--- config.mk ---
export PLATFORM = sky130hd
export DESIGN_NAME = sort_2in1
export DESIGN_NICKNAME = d
export VERILOG_FILES = /design/src/rtl/sort_2in1_pkg.sv /design/src/rtl/sort_2in1_cell.sv /design/src/rtl/sort_2in1.sv
export SDC_FILE = /design/constraint.sdc
export NUM_CORES = 1
export LEC_CHECK = 0
export BUFFER_PORTS_ARGS = -buffer_cell sky130_fd_sc_hd__buf_2
export CORE_ASPECT_RATIO = 1.25
export CORE_UTILIZATION = 59
export CTS_BUF_LIST = sky130_fd_sc_hd__clkbuf_8 sky130_fd_sc_hd__clkbuf_16
export CTS_CLUSTER_DIAMETER = 200
export DETAILED_ROUTE_END_ITERATION = 7
export PLACE_DENSITY = 0.79
export SETUP_SLACK_MARGIN = 0.05
export SLEW_MARGIN = 5
export SYNTH_ARGS = -nofsm -noshare
export SYNTH_HDL_FRONTEND = slang
export SYNTH_SLANG_ARGS = --single-unit
--- constraint.sdc ---
create_clock -name clk -period 5.1 [get_ports clk]
set_input_delay 1.02 -clock clk [delete_from_list [all_inputs] [get_ports clk]]
set_output_delay 1.02 -clock clk [all_outputs]
set_load 0.03 [all_outputs]
--- src/rtl/sort_2in1_pkg.sv ---
// Shared constants for the sort_2in1 top-16 tracker: array depth and sum width.
package sort_2in1_pkg;

  localparam int DEPTH     = 16;
  localparam int SUM_EXTRA = $clog2(DEPTH);

  function automatic int sumWidth(input int w);
    return w + SUM_EXTRA;
  endfunction

endpackage

--- src/rtl/sort_2in1_cell.sv ---
// One slot of the descending top-16 array: computes the slot's next value for a new sample.
module sort_2in1_cell #(
  parameter int W = 12
) (
  input  logic         en,
  input  logic [W-1:0] v,
  input  logic [W-1:0] own,
  input  logic [W-1:0] upper,
  output logic [W-1:0] nxt,
  output logic         gtOwn
);

  logic shiftDown;

  // Strict compares: a sample equal to a retained value lands below it.
  assign gtOwn     = (v > own);
  assign shiftDown = (v > upper);

  always_comb begin
    nxt = own;
    if (en) begin
      if (shiftDown) begin
        nxt = upper;
      end else if (gtOwn) begin
        nxt = v;
      end
    end
  end

endmodule

--- src/rtl/sort_2in1.sv ---
// Streaming top-16 tracker: keeps the 16 largest samples descending, outputs max and registered sum.
// Optional macro SORT_2IN1_MIN_OUT_EN adds the DataMin output (smallest retained value).
module sort_2in1
  import sort_2in1_pkg::*;
#(
  parameter int W = 12
) (
  input  logic               clk,
  input  logic               rst_x,
  input  logic               DataEn,
  input  logic [W-1:0]       DataIn,
`ifdef SORT_2IN1_MIN_OUT_EN
  output logic [W-1:0]       DataMin,
`endif
  output logic [W-1:0]       DataMax,
  output logic [W+SUM_EXTRA-1:0] DataSumOut
);

  localparam int SW = sumWidth(W);

  logic [W-1:0]     rArr_p0   [DEPTH];
  logic [W-1:0]     upperArr  [DEPTH];
  logic [W-1:0]     nxtArr    [DEPTH];
  logic [DEPTH-1:0] gtVec;
  logic             insert;
  logic [SW-1:0]    sumNxt;

  genvar i;
  generate
    for (i = 0; i < DEPTH; i++) begin : gSlot
      // Slot 0 sees an all-ones neighbour so its shift term can never fire.
      if (i == 0) begin : gTop
        assign upperArr[i] = '1;
      end else begin : gRest
        assign upperArr[i] = rArr_p0[i-1];
      end

      sort_2in1_cell #(.W(W)) uCell (
        .en    (DataEn),
        .v     (DataIn),
        .own   (rArr_p0[i]),
        .upper (upperArr[i]),
        .nxt   (nxtArr[i]),
        .gtOwn (gtVec[i])
      );
    end
  endgenerate

  // Any slot being beaten implies the bottom slot is beaten, so the array changes.
  assign insert = DataEn && (|gtVec);

  // Stage p0: sorted register array
  always_ff @(posedge clk or negedge rst_x) begin
    if (!rst_x) begin
      for (int k = 0; k < DEPTH; k++) begin
        rArr_p0[k] <= '0;
      end
    end else if (insert) begin
      for (int k = 0; k < DEPTH; k++) begin
        rArr_p0[k] <= nxtArr[k];
      end
    end
  end

  always_comb begin
    sumNxt = '0;
    for (int k = 0; k < DEPTH; k++) begin
      sumNxt = sumNxt + SW'(rArr_p0[k]);
    end
  end

  // Stage p1: registered sum of all retained entries
  always_ff @(posedge clk or negedge rst_x) begin
    if (!rst_x) begin
      DataSumOut <= '0;
    end else begin
      DataSumOut <= sumNxt;
    end
  end

  assign DataMax = rArr_p0[0];

`ifdef SORT_2IN1_MIN_OUT_EN
  assign DataMin = rArr_p0[DEPTH-1];
`endif

endmodule

==> results.sh <==
export IMPL_status="finished with violations"
export IMPL_failed_checks="negative setup slack"
export IMPL_rsz0062_at_grt="yes"
export IMPL_die_width_microns=159.5
export IMPL_drv_slew=0
export IMPL_finalHoldViolCount=0
export IMPL_clk_pin_slew_worst_paths_ps=70
export IMPL_antenna_found_initial=1
export IMPL_drtPass1Iterations=6
export IMPL_dpl_cell_area_sq_um=20680
export IMPL_synthesis_nets=2296
export IMPL_fin_area_sq_um=21740
export IMPL_grt_max_degree=117
export IMPL_hold_path_class="flip-flop to flip-flop"
export IMPL_cp_data_required_time_ps=5540
export IMPL_tightest_slew_ps=1034
export IMPL_end_kind="flip-flop"
export IMPL_synth_edf_count=0
export IMPL_start_util=0.6035
export IMPL_antenna_left=0
export IMPL_final_setup_tns_ps=-724.9
export IMPL_seq_area_sq_um=5214
export IMPL_critPathLaunchType="flip-flop"
export IMPL_drc=0
export IMPL_crit_type="flip-flop to flip-flop"
export IMPL_setup_viol=6
export IMPL_ys_seq_area_frac=0.2847
export IMPL_place_gp_congestion=0.9667
export IMPL_instances_no_fill=2581
export IMPL_num_rows=71
export IMPL_final_common_cell="inv_1"
export IMPL_portBuffers=42
export IMPL_finClkSkew_ps=10.05
export IMPL_grt_pass1_wl_microns=90250
export IMPL_crit_chain="fa_1 > inv_2 > fa_1 > inv_2 > fa_1 > inv_2 > fa_1 > fa_1 > inv_1 > fa_1 > ha_2 > inv_2 > fa_2 > nor2b_2 > o21ai_2 > a21oi_2 > o21ai_2 > nand2_1 > a21oi_1 > o21ba_2 > xnor2_1"
export IMPL_path_buf_inv=5
export IMPL_post_route_cells_drive_above_1_share=0.2074
export IMPL_place_inst=2528
export IMPL_synth_cell_types=64
export IMPL_fin_ws_ps=-177.9
export IMPL_cp_arrival_ps=5710
export IMPL_cp_top_family="adder cells"
export IMPL_grt_pass1_vias=16680
export IMPL_period_minus_slack_ps=5278
export IMPL_grt_usage=0.3764
export IMPL_fmax_mhz=189.5
export IMPL_multiInputGateArea_sq_um=11480
export IMPL_place_ws_ps=-294.7
export IMPL_cp_max_fo=2
export IMPL_cts_tree="yes"
export IMPL_syn_to_final_growth_pct=18.92
export IMPL_wire_per_inst_microns=22.37
export IMPL_clock_sinks=208
export IMPL_cp_common_cell="fa_1"
export IMPL_via_per_inst=6.063
export IMPL_max_slew_margin=0.3063
export IMPL_yosysWarnings=0
export IMPL_hold_buffers=0
export IMPL_coreArea_sq_um=30290
export IMPL_async_flop_share=1.000
export IMPL_num_nets_final=2557
export IMPL_dr_total_vias=15650
export IMPL_cpPeakStageDelay_ps=570
export IMPL_die_h_microns=198.8
export IMPL_cp_slowest_cell="fa_1"
export IMPL_ys_flop_type="dfrtp_1"
export IMPL_drt_iter0_drc=1356
export IMPL_fillCellCount=2127
export IMPL_syn_area_sq_um=18280
export IMPL_ios=43
export IMPL_grt_overflow=0
export IMPL_max_clock_path_buffers=3
export IMPL_final_cell_mix="inv_1 (352), buf_4 (264), ha_1 (211)"
export IMPL_post_dp_hpwl_microns=43970
export IMPL_numCtsBuffers=24
export IMPL_synth_area_per_cell_sq_um=9.622
export IMPL_ys_ff_latch=208
export IMPL_max_cap_violations=0
export IMPL_htree_levels=1
export IMPL_routed_wl_microns=57740
export IMPL_period_share=1.035
export IMPL_clkLatencyLatePin_ps=550
export IMPL_dieArea_sq_um=31700
export IMPL_clock_root_buffer="clkbuf_16"
export IMPL_syn_inst=1900
-- cell usage after synthesis (28+ instances only) --
| library cell | n | area share |
|---|---|---|
| mux2i_1 | 68 | 0.037 |
| clkbuf_1 | 44 | 0.0090 |
| o22ai_1 | 111 | 0.038 |
| nand4_1 | 31 | 0.011 |
| inv_1 | 374 | 0.077 |
| ha_1 | 217 | 0.15 |
| o21ai_0 | 28 | 0.0077 |
| a21oi_1 | 186 | 0.051 |
| fa_1 | 164 | 0.18 |
| dfrtp_1 | 208 | 0.28 |
| nand2_1 | 61 | 0.013 |
| nor2_1 | 121 | 0.025 |
-- logic make-up (layout without fill, tap and decap cells) --
| kind of cell | Yosys count | count (layout) | synth area share |
|---|---|---|---|
| buf+inv | 449 | 728 | 0.09636 |
| other cells | 0 | 1 | 0 |
| compound gates | 482 | 482 | 0.1684 |
| mux | 81 | 81 | 0.04524 |
| flops | 208 | 208 | 0.2847 |
| xor+xnor | 10 | 10 | 0.004791 |
| fa+ha+maj | 381 | 381 | 0.3281 |
| simple gates | 289 | 289 | 0.07241 |
-- metrics by stage --
| step | util | hold slack, ps |
|---|---|---|
| 2_1_floorplan | - | 449.8 |
| 3_3_place_gp | 0.6827 | 464.8 |
| 3_5_place_dp | 0.6827 | 472.7 |
| 4_1_cts | 0.7121 | 489.7 |
| 5_1_grt | 0.7176 | 500.8 |
| 6_report | 0.7177 | 488.1 |
-- routing by layer --
layer  GRT usage  routed length (microns)  vias up
met5           0                        0        -
met4      0.2995                     5104        0
met3     0.05108                     4042      273
met2      0.6316                    27550      746
met1      0.4378                    21050     7659
li1            -                        -     6970
-- what timing repair did --
item,4_1_cts,5_1_grt
setup buffers,2,8
endpoints found under the setup margin,8,10
gates resized for setup,11,41
pin swaps,32,50
cloned,0,0
-- final cells by class --
| cell class | count | area share |
|---|---|---|
| tap | 401 | 0.02308 |
| sequential | 208 | 0.2398 |
| clock inverter | 15 | 0.008114 |
| clock buffer | 29 | 0.03131 |
| timing repair buffer | 309 | 0.1047 |
| inverter | 375 | 0.06503 |
| multi-input combinational | 1243 | 0.5278 |
| antenna | 1 | 0.0001151 |
-- state kept, by name, indices dropped and copies added, names as in the netlist --
| name | flops |
|---|---|
| DataMax | 12 |
| rArr_p0 | 180 |
| DataSumOut | 16 |
-- path summary, 6_finish.rpt --
path | start | to | slack [ps] | cells after the start
min in group asynchronous | rst_x | rArr_p0[31] | 520 | 1
setup reg to reg | rArr_p0[158] | DataSumOut[10] | -180 | 21
hold / removal | rArr_p0[6] | rArr_p0[6] | 490 | 2
setup / recovery | rArr_p0[158] | DataSumOut[10] | -180 | 21
hold reg to reg | rArr_p0[6] | rArr_p0[6] | 490 | 2
max in group asynchronous | rst_x | rArr_p0[156] | 3460 | 2
-- worst min-delay path, stage by stage (launching register included) --
cell	delay (ps)
dfrtp_1	350
nand2_1	50
o21ai_0	60
Power is left out: the tool's default activity adds up to more than one toggle a clock period on the data nets, which glitch-free logic cannot reach.
